$ cat src/rtl/core_pkg.sv
// Shared widths and the writeback control bundle for the RV32 pipeline registers.
package core_pkg;
    localparam int XLEN       = 32;
    localparam int REG_ADDR_W = 5;

    typedef struct packed {
        logic reg_write;
        logic mem_to_reg;
    } wb_ctrl_t;
endpackage

$ cat src/rtl/mem_wb_pipe_reg.sv
// Generic D register with asynchronous active-high clear, used for pipeline stages.
module pipe_reg #(
    parameter int W = 1
) (
    input  logic         clk,
    input  logic         rst,
    input  logic [W-1:0] d,
    output logic [W-1:0] q
);
    always_ff @(posedge clk or posedge rst) begin
        if (rst) q <= '0;
        else     q <= d;
    end
endmodule

$ cat src/rtl/mem_wb.sv
// MEM/WB pipeline register: captures MEM-stage results and presents the writeback
// value and a write enable that is suppressed for destination x0.
module mem_wb
    import core_pkg::*;
(
    input  logic                  clk,
    input  logic                  rst,
    input  logic [XLEN-1:0]       read_data_in,
    input  logic [XLEN-1:0]       alu_result_in,
    input  logic [REG_ADDR_W-1:0] rd_mem_in,
    input  logic                  reg_write_mem_in,
    input  logic                  mem_to_reg_mem_in,
    output logic [XLEN-1:0]       read_data_out,
    output logic [XLEN-1:0]       alu_result_out,
    output logic [REG_ADDR_W-1:0] rd_mem_out,
    output logic                  reg_write_mem_out,
    output logic                  mem_to_reg_mem_out,
    output logic [XLEN-1:0]       wb_data_out,
    output logic                  wb_en_out
);
    localparam int BUNDLE_W = 2 * XLEN + REG_ADDR_W + $bits(wb_ctrl_t);

    wb_ctrl_t              ctrl_d;
    wb_ctrl_t              ctrl_q;
    logic [BUNDLE_W-1:0]   bundle_d;
    logic [BUNDLE_W-1:0]   bundle_q;

    assign ctrl_d.reg_write  = reg_write_mem_in;
    assign ctrl_d.mem_to_reg = mem_to_reg_mem_in;
    assign bundle_d = {read_data_in, alu_result_in, rd_mem_in, ctrl_d};

    // All fields share one register so reset clears them together.
    pipe_reg #(.W(BUNDLE_W)) u_bundle (
        .clk (clk),
        .rst (rst),
        .d   (bundle_d),
        .q   (bundle_q)
    );

    assign {read_data_out, alu_result_out, rd_mem_out, ctrl_q} = bundle_q;
    assign reg_write_mem_out  = ctrl_q.reg_write;
    assign mem_to_reg_mem_out = ctrl_q.mem_to_reg;

    assign wb_data_out = ctrl_q.mem_to_reg ? read_data_out : alu_result_out;
    assign wb_en_out   = ctrl_q.reg_write && (rd_mem_out != '0);
endmodule

$ cat config.mk
export PLATFORM = sky130hd
export DESIGN_NAME = mem_wb
export DESIGN_NICKNAME = d
export VERILOG_FILES = /design/src/rtl/core_pkg.sv /design/src/rtl/mem_wb_pipe_reg.sv /design/src/rtl/mem_wb.sv
export SDC_FILE = /design/constraint.sdc
export NUM_CORES = 1
export LEC_CHECK = 0
export CAP_MARGIN = 20
export CORE_MARGIN = 3
export CORE_UTILIZATION = 32
export DETAILED_ROUTE_END_ITERATION = 16
export PLACE_DENSITY = 0.84
export SLEW_MARGIN = 10
export SYNTH_ARGS = -nofsm -noshare
export SYNTH_HDL_FRONTEND = slang
export SYNTH_SLANG_ARGS = --single-unit
$ cat constraint.sdc
create_clock -name clk -period 3 [get_ports clk]
set_input_delay 0.45 -clock clk [delete_from_list [all_inputs] [get_ports clk]]
set_output_delay 0.45 -clock clk [all_outputs]
set_load 0.005 [all_outputs]
==> reports/qor.txt, run 1 <==
DRC Markers: 0
Synth area leader: dfrtp_1
CTS Buf Count: 9
Drt first pass iters: 4
Yosys reg bits: 71
Data required, critical path: 2.55 ns
Height of the die: 88.6 um
Largest regs: u_bundle.q (71)
Distinct cells, synth: 8
Synthesized cell area: 2180 um^2
Hold wc startpoint: read_data_in[17]
Synthesis-to-finish area growth: 95.7%
Max reg flops: 71
Post-Layout Inst Area: 4270 um^2
EDFF count, synth: 0
Die Width: 88.6 um
Status: finished clean
DR iter-0 viols: 29
# setup viols final: 0
Worst slew margin: 52.1%
Syn Area/Cell: 19.8 um^2
CTS tree: yes
Vias/cell: 4.33
Setup TNS: 0 ns
Yosys warning total: 0
Number of global-route vias before repair: 1766
Initial antenna violation count: 0
Worst hold path class: primary input to flop
Most numerous cell in the Yosys netlist: dfrtp_1
Post-synthesis mux area share: 16.5%
Port Buffers: 176
Largest Register: u_bundle.q
Final period util: 76.3%
Postcts setup bufs: 0
Clock buffer depth: 2
Initial Utilization: 33.6%
CTS resizes: 0
Pwr per Cell Area: 519 nW/um^2
CP max stage cell: or4_1
Critical path class: flop to output port
Fin. Hold Viols: 0
Largest family of logic cells by synthesized area: multiplexers
CP Buf/Inv Count: 1
Post-route ant nets: 0
Placed inst area: 4050 um^2
F_max: 0.437 GHz
Post-layout net count: 369
Crit path time final: 2.29 ns
Cell Chain, Critical Path: or4_1 -> o21a_1 -> clkdlybuf4s50_1
Ratio of cells with drive above 1 in the final layout: 15.9%
Main synth FF type: dfrtp_1
Total power: 2.22 mW
Antenna cells: 0
Area share of the largest cell type after synthesis: 81.4%
First-pass GRT wire length: 9120 um
Count of hold-fix buffers inserted at cts: 0
Unrepaired setup endpoints after global routing: false
Die ar.: 7850 um^2
Max VDD drop: 0.293 mV
Worst-path clk slew: 0.08 ns
Syn Nets: 183
Post-Syn Instances: 110
Ys async rst share: 100%
Simple-gate portion of the synthesized area: 0.344%
Register area share after synthesis: 81.4%
CP delay by family, top: simple AND/OR/NAND/NOR gates
Worst-margin pin slew: 0.717 ns
WL final: 6120 um
Grt total ovfl: 0
# rows: 29
Wire length per cell: 16.2 um
Fin. max-slew vios: 0
Crit. End Element: output port
Startpoint type of the worst setup path: flop
Largest net degree at the start of global routing: 39
XOR/XNOR Fraction of Synth Area: 0%
Via count: 1637
Maximum fanout along the worst path: 2
Clk sinks: 71
CTS root buf: clkbuf_8
Worst Setup SP: u_bundle.q[2]$_DFF_PP0_
Final HPWL from detailed placement: 4820 um
Leakage: 1.78 nW
Worst path max stage delay: 0.53 ns
Area contributors post-synth: dfrtp_1 (81%), mux2_2 (15%), buf_4 (1.0%)
Synth Area in Adders: 0%
GRT Resource Usage Total: 16.2%
H-tree levels: 3
IO Pins: 177
Total of max-cap violations: 0
Most frequent cells after synthesis: dfrtp_1 (71), mux2_2 (30), buf_4 (3)
WP data arrival: 1.84 ns
Compound-Gate Fraction of Synth Area: 0.344%
Core Region: 6490 um^2
Placer Congestion: 0.654
[worst paths after layout]
path                       cells past startpoint                  endpoint  slack (ns)
max in group asynchronous                      3   u_bundle.q[0]$_DFF_PP0_        1.79
hold / removal                                 1  u_bundle.q[56]$_DFF_PP0_        0.55
min in group asynchronous                      2   u_bundle.q[9]$_DFF_PP0_        0.56
setup / recovery                               3                 wb_en_out        0.71
[where the power goes]
group / leakage [nW] / internal, mW / total, mW / switching [mW]
clock network: 0.114 / 0.514 / 0.842 / 0.328
logic: 0.840 / 0.251 / 0.343 / 0.0925
registers: 0.827 / 1.01 / 1.03 / 0.0250
total: 1.78 / 1.77 / 2.22 / 0.446
[logic make-up (layout without fill, tap and decap cells)]
group | Yosys count | count (layout)
flops | 71 | 71
mux | 32 | 32
simple gates | 1 | 1
buf+inv | 5 | 196
compound gates | 1 | 1
[cells in the final DEF (no fill, tap or decap)]
master	n
o21a_1	1
clkinv_2	1
clkbuf_8	11
clkdlybuf4s50_1	176
buf_4	2
buf_12	1
dfrtp_1	71
inv_2	1
mux2_1	2
clkbuf_1	2
mux2_2	30
or4_1	1
bufinv_16	2
[per-layer routing]
layer	global-route usage, %	wire length (um)
met5	0	0
met4	7.83	49
met3	7.73	711
met2	27.5	3220
met1	16.7	2140
[per-stage QoR]
stage	utilization [%]	setup slack, ns	hold WS (ns)	instances
floorplan	-	0.753	0.481	110
global placement	62.3	1.07	0.894	362
detailed placement	62.3	1.05	0.898	362
CTS	65.8	0.674	0.528	378
global route	65.8	0.647	0.520	378
finish	65.8	0.711	0.550	378
[layout make-up]
| cell class | instances | area, um^2 |
|---|---|---|
| clock buffer | 13 | 159 |
| clock inverter | 3 | 65.1 |
| fill | 475 | 2220 |
| inverter | 1 | 3.75 |
| multi-input combinational | 34 | 375 |
| sequential | 71 | 1780 |
| tap | 77 | 96.3 |
| timing repair buffer | 179 | 1800 |
(Power assumes the default switching activity.)
==> run 2, diff against run 1 <==
- clock period: 3 -> 2.35 ns (I/O delays scaled with it)
==> run 2 against run 1 <==
Compared with the run above: global-route usage down 0.95 points; highest routed layer unchanged; sequential share of layout area up 0.49 points; largest power group unchanged; first-iteration DRC count down 6.9%; die area unchanged; count of clock-buffer cells in the layout down 2; wire length fell by 4.8%; cell area fell by 1.2%; sequential cell count unchanged; core utilization is 0.77 points lower; power increased by 19%.
==> reports/qor.txt, run 2 (synthesized netlist as in run 1, its figures left out) <==
Status: finished clean
F_max: 0.456 GHz
Fin. Hold Viols: 0 (unchanged)
Worst hold path class: primary input to async pin
Largest net degree at the start of global routing: 37 (-5.1%)
Maximum fanout along the worst path: 2 (unchanged)
WP data arrival: 1.84 ns (about the same)
Wire length per cell: 15.4 um (-4.8%)
Pwr per Cell Area: 626 nW/um^2 (+21%)
# setup viols final: 0 (unchanged)
Initial Utilization: 33.6% (unchanged)
Clk sinks: 71 (unchanged)
Largest Register: u_bundle.q
Final-layout fill cell count: 471 (-0.84%)
Data required, critical path: 2.00 ns (-0.55 ns)
Crit path time final: 2.19 ns
Antenna cells: 0 (unchanged)
CTS Buf Count: 9 (unchanged)
Die ar.: 7850 um^2 (unchanged)
DRC Markers: 0 (unchanged)
CTS root buf: clkbuf_8
CTS resizes: 0 (unchanged)
Die Width: 88.6 um (unchanged)
Worst slew margin: 70.9% (+19 points)
Ratio of cells with drive above 1 in the final layout: 15.9% (unchanged)
Drt first pass iters: 4 (unchanged)
Number of global-route vias before repair: 1663 (-5.8%)
Worst-margin pin slew: 0.437 ns (-0.280 ns)
Vias/cell: 4.28 (-1.2%)
Most common cell after layout, fill and taps aside: clkdlybuf4s50_1
H-tree levels: 3 (unchanged)
Placer Congestion: 0.670 (+2.4%)
First-pass GRT wire length: 8630 um (-5.4%)
Height of the die: 88.6 um (unchanged)
Hold slack: 0.439 ns (-0.111 ns)
Unrepaired setup endpoints after global routing: false
Critical path class: flop to output port
Most frequent cells in the layout: clkdlybuf4s50_1 (176), dfrtp_1 (71), mux2_2 (30), clkbuf_8 (9), buf_4 (4)
Startpoint type of the worst setup path: flop
Total of max-cap violations: 0 (unchanged)
Final HPWL from detailed placement: 4700 um (-2.5%)
WL final: 5830 um (-4.8%)
Core Region: 6490 um^2 (unchanged)
Postcts setup bufs: 0 (unchanged)
DR iter-0 viols: 27 (-6.9%)
Met2 usage in global routing: 25.0% (-2.5 points)
# rows: 29 (unchanged)
Max VDD drop: 0.450 mV (+54%)
Via count: 1618 (-1.2%)
IO Pins: 177 (unchanged)
Met3 Use GR: 8.19% (+0.47 points)
Port Buffers: 176 (unchanged)
Synthesis-to-finish area growth: 93.4%
Fin. max-slew vios: 0 (unchanged)
Grt peak-use layer: met2
Crit. End Element: output port
Grt total ovfl: 0 (unchanged)
Post-layout net count: 370 (+0.27%)
CTS tree: yes
GRT Resource Usage Total: 15.2% (-0.95 points)
Post-route ant nets: 0 (unchanged)
Max reg flops: 71 (unchanged)
Final period util: 93.4%
Leakage: 1.76 nW (-1.4%)
Initial antenna violation count: 0 (unchanged)
Largest regs: u_bundle.q (71)
Count of hold-fix buffers inserted at cts: 0 (unchanged)
Clock buffer depth: 2 (unchanged)
Routing usage on met1: 16.8% (+0.10 points)
Worst-path clk slew: 0.07 ns (about the same)
Setup TNS: 0 ns (unchanged)
## run 2: changes by cell type in the layout (fill, tap and decap cells not counted)
cell,delta
buf_12,-1
buf_4,+2
bufinv_16,-1
clkbuf_8,-2
clkinv_2,+1
clkinvlp_4,+1
## run 2: routing by layer
metal / up-vias / wire, um
li1: 747 / -
met4: 0 / 71
met3: 7 / 708
met5: - / 0
met1: 753 / 2150
met2: 111 / 2900
## run 2: worst max-delay path, cell delays in order, from the launching register on
cell	delay [ns]
dfrtp_1	0.38
or4_1	0.51
o21a_1	0.18
clkdlybuf4s50_1	0.44
## run 2: how the worst max path moves through the flow
stage	from	endpoint	slack [ns]	cells past startpoint
final	u_bundle.q[2]$_DFF_PP0_	wb_en_out	0.16	3
after global routing	u_bundle.q[2]$_DFF_PP0_	wb_en_out	0.07	3
after CTS	u_bundle.q[2]$_DFF_PP0_	wb_en_out	0.11	3
after detailed placement	u_bundle.q[2]$_DFF_PP0_	wb_en_out	0.48	3
after global placement	u_bundle.q[2]$_DFF_PP0_	wb_en_out	0.51	3
after floorplan	rst	u_bundle.q[0]$_DFF_PP0_	0.20	1
## run 2: per-stage QoR
step	instances	power (mW)	utilization (%)	area (um^2)	setup slack (ns)
after floorplan	110	1.43	-	2180	0.201
after global placement	363	1.77	62.3	4040	0.511
after detailed placement	363	1.78	62.3	4040	0.484
after CTS	378	2.68	65.0	4220	0.113
after global routing	378	2.77	65.0	4220	0.0711
final	378	2.64	65.0	4220	0.156
## run 2: cell type report
type | count | area [um^2] | area share [%]
tap | 77 | 96.3 | 2.28
multi-input combinational | 34 | 375 | 8.89
inverter | 1 | 3.75 | 0.0889
clock inverter | 4 | 47.5 | 1.13
sequential | 71 | 1780 | 42.1
clock buffer | 11 | 131 | 3.11
timing repair buffer | 180 | 1790 | 42.4
## run 2: report_power, final
| part | total (mW) | switching, mW | internal, mW | leakage [nW] |
|---|---|---|---|---|
| clock | 0.891 | 0.410 | 0.482 | 0.0892 |
| sequential | 1.31 | 0.0309 | 1.28 | 0.827 |
| combinational | 0.436 | 0.117 | 0.319 | 0.841 |
==> run 3, diff against run 2 <==
- ABC_CLOCK_PERIOD_IN_PS: not set -> 2350
- HOLD_SLACK_MARGIN: not set -> 0.05
==> results of run 3 <==
No change in the layout: final DEF, timing and power equal those of run 2.
